$ cat src/rtl/div_seq_pkg.sv
// Shared definitions for the sequential divider: state encoding, default
// widths and the handshake level constants.
package div_seq_pkg;

    localparam int unsigned DIV_WIDTH = 32;  // default operand width
    localparam int unsigned DIV_CNT_W = 6;   // default iteration counter width

    localparam logic DIV_RESULT_READY     = 1'b1;
    localparam logic DIV_RESULT_NOT_READY = 1'b0;
    localparam logic DIV_START            = 1'b1;
    localparam logic DIV_STOP             = 1'b0;

    typedef enum logic [1:0] {
        DIV_FREE    = 2'd0,
        DIV_BYZERO  = 2'd1,
        DIV_ON      = 2'd2,
        DIV_END     = 2'd3
    } div_state_e;

endpackage

$ cat src/rtl/div_seq_step.sv
// One restoring divide step: shift the next dividend bit into the partial
// remainder, subtract the divisor when it fits and record the quotient bit.
//   rem, quot     current partial remainder / remaining dividend+quotient bits
//   divisor       magnitude of the divisor
//   rem_next      partial remainder after this step
//   quot_next     quot shifted left with the new quotient bit in the LSB
module div_seq_step #(
    parameter int unsigned WIDTH = 32
) (
    input  logic [WIDTH-1:0] rem,
    input  logic [WIDTH-1:0] quot,
    input  logic [WIDTH-1:0] divisor,
    output logic [WIDTH-1:0] rem_next,
    output logic [WIDTH-1:0] quot_next
);

    logic [WIDTH:0]   shifted;
    logic [WIDTH-1:0] diff;

    // rem < divisor holds between steps, so the difference always fits WIDTH bits
    always_comb begin
        shifted = {rem, quot[WIDTH-1]};
        diff    = shifted[WIDTH-1:0] - divisor;
        if (shifted >= {1'b0, divisor}) begin
            rem_next  = diff;
            quot_next = {quot[WIDTH-2:0], 1'b1};
        end else begin
            rem_next  = shifted[WIDTH-1:0];
            quot_next = {quot[WIDTH-2:0], 1'b0};
        end
    end

endmodule

$ cat src/rtl/div_seq.sv
// Multi-cycle radix-2 restoring divider for DIV/DIVU beside the execute stage.
// Operands are held by the requester with start_i until ready_o is seen; the
// result {remainder, quotient} stays valid while start_i remains high.
// Optional macro DIV_EARLY_OUT_EN: when |dividend| < |divisor| the result
// is produced immediately instead of after WIDTH iterations.
//   clk           rising-edge clock
//   rst           asynchronous active-low reset
//   signed_div_i  1 = signed (DIV), 0 = unsigned (DIVU)
//   opdata1_i     dividend
//   opdata2_i     divisor
//   start_i       request, held until ready_o
//   annul_i       flush, aborts any division in flight
//   result_o      {remainder, quotient}, valid while ready_o
//   ready_o       result valid
//   busy_o        division in flight (stall request)
module div_seq
    import div_seq_pkg::*;
#(
    parameter int unsigned WIDTH = DIV_WIDTH,
    parameter int unsigned CNT_W = DIV_CNT_W
) (
    input  logic               clk,
    input  logic               rst,
    input  logic               signed_div_i,
    input  logic [WIDTH-1:0]   opdata1_i,
    input  logic [WIDTH-1:0]   opdata2_i,
    input  logic               start_i,
    input  logic               annul_i,
    output logic [2*WIDTH-1:0] result_o,
    output logic               ready_o,
    output logic               busy_o
);

    div_state_e         state, state_d;
    logic [CNT_W-1:0]   cnt, cnt_d;
    logic [WIDTH-1:0]   rem, rem_d, quot, quot_d, dvsr, dvsr_d;
    logic               neg_dvd, neg_dvd_d, neg_dvs, neg_dvs_d;
    logic               is_signed, is_signed_d;
    logic               ready_d;
    logic [2*WIDTH-1:0] result_d;

    logic               in_neg_dvd, in_neg_dvs, early, abort;
    logic [WIDTH-1:0]   dvd_abs, dvs_abs;
    logic [WIDTH-1:0]   step_rem, step_quot, rem_fix, quot_fix;

    // operand magnitudes; the most negative value maps onto itself, which is
    // the correct unsigned magnitude
    assign in_neg_dvd = signed_div_i & opdata1_i[WIDTH-1];
    assign in_neg_dvs = signed_div_i & opdata2_i[WIDTH-1];
    assign dvd_abs    = in_neg_dvd ? -opdata1_i : opdata1_i;
    assign dvs_abs    = in_neg_dvs ? -opdata2_i : opdata2_i;

`ifdef DIV_EARLY_OUT_EN
    assign early = (dvd_abs < dvs_abs);
`else
    assign early = 1'b0;
`endif

    assign abort  = annul_i | (start_i == DIV_STOP);
    assign busy_o = (state == DIV_BYZERO) || (state == DIV_ON);

    div_seq_step #(.WIDTH(WIDTH)) u_div_step (
        .rem       (rem),
        .quot      (quot),
        .divisor   (dvsr),
        .rem_next  (step_rem),
        .quot_next (step_quot)
    );

    // sign fix-up applied to the final step's output
    assign quot_fix = (is_signed && (neg_dvd != neg_dvs)) ? -step_quot : step_quot;
    assign rem_fix  = (is_signed && neg_dvd) ? -step_rem : step_rem;

    // state, work registers and outputs
    always_ff @(posedge clk or negedge rst) begin
        if (!rst) begin
            state     <= DIV_FREE;
            cnt       <= '0;
            rem       <= '0;
            quot      <= '0;
            dvsr      <= '0;
            neg_dvd   <= 1'b0;
            neg_dvs   <= 1'b0;
            is_signed <= 1'b0;
            ready_o   <= DIV_RESULT_NOT_READY;
            result_o  <= '0;
        end else begin
            state     <= state_d;
            cnt       <= cnt_d;
            rem       <= rem_d;
            quot      <= quot_d;
            dvsr      <= dvsr_d;
            neg_dvd   <= neg_dvd_d;
            neg_dvs   <= neg_dvs_d;
            is_signed <= is_signed_d;
            ready_o   <= ready_d;
            result_o  <= result_d;
        end
    end

    // next-state, work-register and output logic
    always_comb begin
        state_d     = state;
        cnt_d       = cnt;
        rem_d       = rem;
        quot_d      = quot;
        dvsr_d      = dvsr;
        neg_dvd_d   = neg_dvd;
        neg_dvs_d   = neg_dvs;
        is_signed_d = is_signed;
        ready_d     = DIV_RESULT_NOT_READY;
        result_d    = '0;

        case (state)
            DIV_FREE: begin
                if ((start_i == DIV_START) && !annul_i) begin
                    if (opdata2_i == '0) begin
                        state_d = DIV_BYZERO;
                    end else if (early) begin
                        // quotient 0, remainder is the dividend unchanged
                        state_d  = DIV_END;
                        ready_d  = DIV_RESULT_READY;
                        result_d = {opdata1_i, WIDTH'(0)};
                    end else begin
                        state_d     = DIV_ON;
                        cnt_d       = '0;
                        rem_d       = '0;
                        quot_d      = dvd_abs;
                        dvsr_d      = dvs_abs;
                        neg_dvd_d   = in_neg_dvd;
                        neg_dvs_d   = in_neg_dvs;
                        is_signed_d = signed_div_i;
                    end
                end
            end
            DIV_BYZERO: begin
                if (abort) begin
                    state_d = DIV_FREE;
                end else begin
                    state_d = DIV_END;
                    ready_d = DIV_RESULT_READY;
                end
            end
            DIV_ON: begin
                if (abort) begin
                    state_d = DIV_FREE;
                end else begin
                    rem_d  = step_rem;
                    quot_d = step_quot;
                    cnt_d  = cnt + CNT_W'(1);
                    if (cnt == CNT_W'(WIDTH - 1)) begin
                        state_d  = DIV_END;
                        ready_d  = DIV_RESULT_READY;
                        result_d = {rem_fix, quot_fix};
                    end
                end
            end
            DIV_END: begin
                if (abort) begin
                    state_d = DIV_FREE;
                end else begin
                    ready_d  = DIV_RESULT_READY;
                    result_d = result_o;
                end
            end
            default: state_d = DIV_FREE;
        endcase
    end

endmodule

$ cat config.mk
export PLATFORM = sky130hd
export DESIGN_NAME = div_seq
export DESIGN_NICKNAME = d
export VERILOG_FILES = /design/src/rtl/div_seq_pkg.sv /design/src/rtl/div_seq_step.sv /design/src/rtl/div_seq.sv
export SDC_FILE = /design/constraint.sdc
export NUM_CORES = 1
export LEC_CHECK = 0
export ABC_CLOCK_PERIOD_IN_PS = 8900
export CELL_PAD_IN_SITES_DETAIL_PLACEMENT = 0
export CELL_PAD_IN_SITES_GLOBAL_PLACEMENT = 1
export CORE_ASPECT_RATIO = 0.5
export CORE_MARGIN = 2
export CORE_UTILIZATION = 47
export CTS_BUF_LIST = sky130_fd_sc_hd__clkbuf_16
export DETAILED_ROUTE_END_ITERATION = 6
export PLACE_DENSITY = 0.94
export SYNTH_ARGS = -nofsm -noshare
export SYNTH_HDL_FRONTEND = slang
export SYNTH_HIERARCHICAL = 1
export SYNTH_SLANG_ARGS = --single-unit
export TNS_END_PERCENT = 50
$ cat constraint.sdc
create_clock -name clk -period 8.9 [get_ports clk]
set_input_delay 1.335 -clock clk [delete_from_list [all_inputs] [get_ports clk]]
set_output_delay 1.335 -clock clk [all_outputs]
set_load 0.005 [all_outputs]
==> flow_metrics.env, run 1 <==
export IMPL_multiInputGateArea_sq_mm=0.00691
export IMPL_critPathMaxFanout=32
export IMPL_synth_edff_count=0
export IMPL_yosysSeqAreaShare_pct=35.9
export IMPL_synth_compound_area_share_pct=19.3
export IMPL_grt_max_degree=77
export IMPL_h_tree_depth=4
export IMPL_status="complete, no violations"
export IMPL_syn_area_per_cell_sq_um=8.56
export IMPL_clock_skew_ps=9.34
export IMPL_fp_dieH_microns=117
export IMPL_avgRoutedWirePerCell_microns=18.1
export IMPL_dp_slack_ps=3240
export IMPL_rsz0062_at_grt="no"
export IMPL_min_period_over_period_pct=64.0
export IMPL_hold_buffers=0
export IMPL_netlist_area_sq_mm=0.0120
export IMPL_fin_hold_ws_ps=479
export IMPL_layoutNonFillerInstCount=1815
export IMPL_diodes=0
export IMPL_max_slew_margin_rel_pct=15.8
export IMPL_io_buffers=134
export IMPL_utilization_pct=55.0
export IMPL_drt_iter0_drc=836
export IMPL_yosysMostFrequentCell="dfrtp_1"
export IMPL_tns_ps=0
export IMPL_p_leak_nw=5.86
export IMPL_grt_overflow_total=0
export IMPL_crit_path_top_delay_cell="or4_1"
export IMPL_clk_pin_slew_worst_paths_ps=70
export IMPL_clk_latency_ps=440
export IMPL_die_w_microns=230
export IMPL_vias=10400
export IMPL_hold_violations=0
export IMPL_crit_chain="ha_1, nand4_1, nor3_1, o211ai_1, nor4b_4, o21ai_2, a31oi_4, o21a_4, inv_2, mux2_2, or4_1, or4_4, or2_4, o41ai_4, xor2_1, o21ai_1"
export IMPL_yosysWarnings=6
export IMPL_synthSimpleGateAreaFrac_pct=17.8
export IMPL_drt_total_wl_microns=32800
export IMPL_power_mw=4.70
export IMPL_ys_types=73
export IMPL_cts_sinks=172
export IMPL_timing_max_cap_violations=0
export IMPL_netlist_instances=1400
export IMPL_hold_class="reg2reg"
export IMPL_ctsResizeCount=0
export IMPL_peakVddDrop_mv=0.182
export IMPL_power_density_mw_per_mm2=340
export IMPL_dp_hpwl_microns=24200
export IMPL_place_gp_congestion=0.918
export IMPL_synth_async_reset_ratio_pct=100
export IMPL_dieArea_sq_mm=0.0269
export IMPL_crit_arrival_ps=5980
export IMPL_register_area_sq_mm=0.00430
export IMPL_fillers=2333
export IMPL_core_area_sq_mm=0.0251
export IMPL_rows=41
export IMPL_syn_num_nets=1511
export IMPL_cpPeakStageDelay_ps=660
export IMPL_layout_drive_gt1_share_pct=6.87
export IMPL_grt_first_pass_wirelength_microns=52100
export IMPL_synth_top_family_by_area="compound AO/OA/AOI/OAI gates"
export IMPL_cp_start_kind="register"
export IMPL_synth_top_area_share_pct=35.9
export IMPL_place_area_sq_mm=0.0133
export IMPL_setup_violations=0
export IMPL_cp_end_kind="register"
export IMPL_synth_area_top_cells="dfrtp_1 (36%), xnor2_1 (6.9%), nand2_1 (5.4%)"
export IMPL_final_area_sq_mm=0.0138
export IMPL_start_util_pct=47.7
export IMPL_crit_type="reg2reg"
export IMPL_antenna_found_initial=0
export IMPL_clock_tree_root_cell="clkbuf_16"
export IMPL_synth_ff_type="dfrtp_1"
export IMPL_cp_data_required_time_ps=9180
export IMPL_maxSlewViolCount=0
export IMPL_synth_adder_area_share_pct=4.45
export IMPL_dp_cells=1783
export IMPL_clk_path_buf_depth=2
export IMPL_area_growth_synth_to_final_pct=15.4
export IMPL_synthMuxAreaShare_pct=5.57
export IMPL_worst_slew_pin_slew_ps=1260
export IMPL_drc=0
export IMPL_ant_nets=0
export IMPL_post_drt_via_cell_ratio=5.71
export IMPL_ios=135
export IMPL_grt_pass1_vias=9782
export IMPL_clock_fmax_mhz=176
export IMPL_layout_nets=1569
export IMPL_setup_ws_ps=3200
export IMPL_cts_tree="built"
export IMPL_fin_crit_ps=5700
export IMPL_netlist_top_cell_by_area="dfrtp_1"
export IMPL_numCtsBuffers=17
export IMPL_grt_usage_pct=24.5
export IMPL_synth_xor_area_share_pct=10.4
export IMPL_postCtsSetupBuffers=0
export IMPL_synth_common_cells="dfrtp_1 (172), nand2_1 (171), nor2_1 (117)"
export IMPL_dr_pass1_iters=5
export IMPL_ys_ff_latch=172
[state kept, by name, summed over array words and instances (netlist names)]
| name | cells |
|---|---|
| is_signed | 1 |
| result_o | 64 |
| dvsr | 32 |
| cnt | 6 |
| quot | 32 |
| neg_dvd | 1 |
| rem | 32 |
| state | 2 |
| ready_o | 1 |
| neg_dvs | 1 |
[placed cells by master, fill, tap and decap left out, types with 10 or more instances in the layout]
| cell type | count |
|---|---|
| dfrtp_1 | 172 |
| nand2_1 | 171 |
| clkdlybuf4s50_1 | 133 |
| nor2_1 | 115 |
| a21oi_1 | 107 |
| o21ai_0 | 94 |
| xnor2_1 | 94 |
| inv_1 | 56 |
| o21ai_1 | 50 |
| xor2_1 | 48 |
| ha_1 | 40 |
| nor3_1 | 24 |
| mux2i_1 | 24 |
| a22o_1 | 21 |
| o31ai_1 | 21 |
| mux2_2 | 21 |
| a31oi_1 | 19 |
| nand3_1 | 18 |
| clkbuf_16 | 17 |
| nor4_1 | 16 |
| o41ai_1 | 15 |
| nand4_1 | 14 |
| nor2b_1 | 12 |
| a21o_1 | 12 |
| nand2b_1 | 11 |
| nor3b_1 | 10 |
[report_power, final]
group / switching, mW / total, mW / internal [mW]
Combinational: 1.64 / 2.75 / 1.11
Clock: 0.350 / 0.741 / 0.391
Sequential: 0.216 / 1.21 / 0.991
[worst max-delay path: cells and delay by family, from the launching register on]
| kind | cells | cell delay, ps |
|---|---|---|
| compound gates | 6 | 1180 |
| simple gates | 6 | 2240 |
| mux | 1 | 460 |
| fa+ha+maj | 1 | 420 |
| flops | 1 | 400 |
| xor+xnor | 1 | 180 |
| buf+inv | 1 | 630 |
[worst paths after layout]
check / end / startpoint / depth (start not counted) / slack (ps)
setup / recovery: result_o[62] / rem[10] / 16 / 3200
hold / removal: result_o[20] / result_o[20] / 2 / 480
setup reg to reg: result_o[62] / rem[10] / 16 / 3200
hold reg to reg: result_o[20] / result_o[20] / 2 / 480
max in group asynchronous: quot[25] / rst / 3 / 6070
min in group asynchronous: dvsr[22] / rst / 1 / 810
[kinds of logic (layout without fill, tap and decap cells)]
family                     Yosys count  after routing
and+or+nand+nor                    446            446
adders and majority gates           42             42
AOI/OAI and AO/OA                  379            379
muxes                               59             59
buffers and inverters              160            231
xor gates and xnor gates           142            142
DFF                                172            172
[cell type report]
class | instances | area share [%]
clock buffer | 17 | 3.08
inverter | 57 | 1.55
tap | 344 | 3.11
sequential | 172 | 31.1
timing repair buffer | 142 | 10.1
clock inverter | 15 | 1.02
multi-input combinational | 1068 | 50.0
[routing by layer]
| layer | wire, microns | vias to the layer above | global-route usage (%) | part of all wire [%] |
|---|---|---|---|---|
| met2 | 15000 | 313 | 39.7 | 46 |
| met4 | 548 | 0 | 7.53 | 1.7 |
| li1 | - | 4998 | - | - |
| met1 | 15500 | 5024 | 33.7 | 47 |
| met5 | 0 | - | 0 | 0 |
| met3 | 1810 | 35 | 4.48 | 5.5 |
Note: power is estimated with default switching activity, not from simulation.
==> run 2, diff against run 1 <==
- ABC_CLOCK_PERIOD_IN_PS: 8900 -> 5520
- CORE_UTILIZATION: 47 -> 44
- PLACE_DENSITY: 0.94 -> 0.89
- clock period: 8.9 -> 5.52 ns (I/O delays scaled with it)
==> run 2 against run 1 <==
Against the previous run:
- sequential share of layout area fell by 0.30 points
- clock-buffer cell count did not move
- wire length fell by 2.0%
- largest cell class unchanged
- fmax rose by 9.5%
- flip-flop and latch count did not move
- hold slack got worse by 180 ps
- core utilization fell by 2.5 points
- combinational power rose by 61%
==> flow_metrics.env, run 2 (synthesis results as in run 1) <==
export IMPL_status="complete, no violations"
export IMPL_start_util_pct=45.1
export IMPL_grt_usage_pct=22.6
export IMPL_ios=135
export IMPL_rows=42
export IMPL_drt_total_wl_microns=32100
export IMPL_p_comb_share_pct=57.1
export IMPL_grt_overflow_total=0
export IMPL_fin_crit_ps=5200
export IMPL_maxSlewViolCount=0
export IMPL_clk_pin_slew_worst_paths_ps=70
export IMPL_final_common_cell="dfrtp_1"
export IMPL_register_area_sq_mm=0.00430
export IMPL_grt_max_degree=83
export IMPL_cts_tree="built"
export IMPL_ant_nets=0
export IMPL_diodes=0
export IMPL_largest_reg_flops=64
export IMPL_max_slew_margin_rel_pct=32.8
export IMPL_worst_slew_pin_slew_ps=1010
export IMPL_dieArea_sq_mm=0.0287
export IMPL_cp_end_kind="register"
export IMPL_grt_use_met1_pct=31.9
export IMPL_place_gp_congestion=0.925
export IMPL_clock_fmax_mhz=192
export IMPL_avgRoutedWirePerCell_microns=17.6
export IMPL_grt_first_pass_wirelength_microns=51900
export IMPL_peakVddDrop_mv=0.225
export IMPL_intPower_mw=4.18
export IMPL_hold_class="in2async"
export IMPL_fp_dieH_microns=121
export IMPL_tns_ps=0
export IMPL_clk_latency_ps=450
export IMPL_switching_share_pct=46.0
export IMPL_post_drt_via_cell_ratio=5.67
export IMPL_io_buffers=134
export IMPL_dp_cells=1794
export IMPL_postCtsSetupBuffers=0
export IMPL_met2_usage_pct=36.3
export IMPL_numCtsBuffers=17
export IMPL_p_leak_nw=5.93
export IMPL_cp_data_required_time_ps=5810
export IMPL_cts_sinks=172
export IMPL_hold_violations=0
export IMPL_drt_iter0_drc=756
export IMPL_crit_arrival_ps=5500
export IMPL_rsz0062_at_grt="no"
export IMPL_power_density_mw_per_mm2=554
export IMPL_use_met3_pct=3.22
export IMPL_fillers=2463
export IMPL_p_clk_share_pct=17.5
export IMPL_dr_pass1_iters=5
export IMPL_clk_path_buf_depth=2
export IMPL_largest_register="result_o"
export IMPL_timing_max_cap_violations=0
export IMPL_critPathMaxFanout=18
export IMPL_clock_tree_root_cell="clkbuf_16"
export IMPL_core_area_sq_mm=0.0266
export IMPL_layout_nets=1572
export IMPL_layoutNonFillerInstCount=1826
export IMPL_busiest_layer="met2"
export IMPL_layout_common_cells="dfrtp_1 (172), nand2_1 (171), clkdlybuf4s50_1 (133)"
export IMPL_h_tree_depth=4
export IMPL_vias=10400
export IMPL_layout_drive_gt1_share_pct=7.06
export IMPL_die_w_microns=237
export IMPL_setup_violations=0
export IMPL_area_growth_synth_to_final_pct=16.5
export IMPL_drc=0
export IMPL_min_period_over_period_pct=94.3
export IMPL_hold_buffers=0
export IMPL_ctsResizeCount=0
export IMPL_cp_start_kind="register"
export IMPL_p_sw_mw=3.56
export IMPL_grt_pass1_vias=9816
export IMPL_crit_type="reg2reg"
export IMPL_dp_hpwl_microns=24100
export IMPL_multiInputGateArea_sq_mm=0.00691
export IMPL_clock_skew_ps=11.8
export IMPL_antenna_found_initial=0
export IMPL_seqPwrFrac_pct=25.4
[run 2: cell types whose count changed in the layout (fill, tap and decap cells not counted)]
cell        change
buf_12          +1
buf_4           +2
bufinv_16       +3
clkinv_1        -1
clkinv_2        -2
clkinv_4        -1
clkinv_8        +1
clkinvlp_4      -1
inv_6           -1
inv_8           +2
nor2_1          +1
nor2_2          -1
[run 2: per-stage QoR]
stage	setup slack (ps)	hold slack, ps	total power, mW	util [%]	instance area (sq um)
after floorplan	758	451	5.44	-	12000
after global placement	398	463	6.24	50.0	13300
after global routing	42.5	308	8.29	52.5	14000
after CTS	296	293	7.72	52.5	14000
after detailed placement	297	470	6.34	50.0	13300
final	316	294	7.74	52.5	14000
[run 2: power by group through the flow]
| stage | combinational (mW) | clock [mW] | sequential [mW] |
|---|---|---|---|
| 3_5_place_dp | 4.36 | 0 | 1.98 |
| 5_1_grt | 4.85 | 1.43 | 2.02 |
| 6_report | 4.42 | 1.36 | 1.96 |
| 2_1_floorplan | 3.66 | 0 | 1.78 |
| 3_3_place_gp | 4.29 | 0 | 1.96 |
| 4_1_cts | 4.38 | 1.38 | 1.96 |
[run 2: worst paths after layout]
| kind | depth (start not counted) | to | slack, ps | start |
|---|---|---|---|---|
| max | 16 | result_o[62] | 320 | rem[10] |
| min | 1 | dvsr[29] | 290 | rst |
| max reg2reg | 16 | result_o[62] | 320 | rem[10] |
| min reg2reg | 2 | result_o[56] | 480 | result_o[56] |
| max in group asynchronous | 2 | quot[28] | 3900 | rst |
| min in group clk | 2 | result_o[56] | 480 | result_o[56] |
[run 2: layout make-up]
type                       instances  area share [%]
timing repair buffer             145            10.3
multi-input combinational       1068            49.5
inverter                          57            1.53
clock buffer                      17            3.05
clock inverter                    15            1.66
tap                              352            3.15
sequential                       172            30.8
[run 2: routing by layer]
metal  vias up  part of all wire [%]
met4         0                   1.6
li1       5010                     -
met2       248                    46
met3        33                   4.3
met5         -                     0
met1      5059                    48
[run 2: critical path, cell delays in order (launching register included)]
cell      delay, ps
dfrtp_1         420
ha_1            420
nand4_1         200
nor3_1          350
o211ai_1        170
nor4b_4         180
o21ai_2         170
a31oi_4         120
o21a_4          270
inv_2           300
mux2_2          420
or4_4           570
or4_4           570
or2_4           300
o41ai_4         340
xor2_1          180
o21ai_1          70
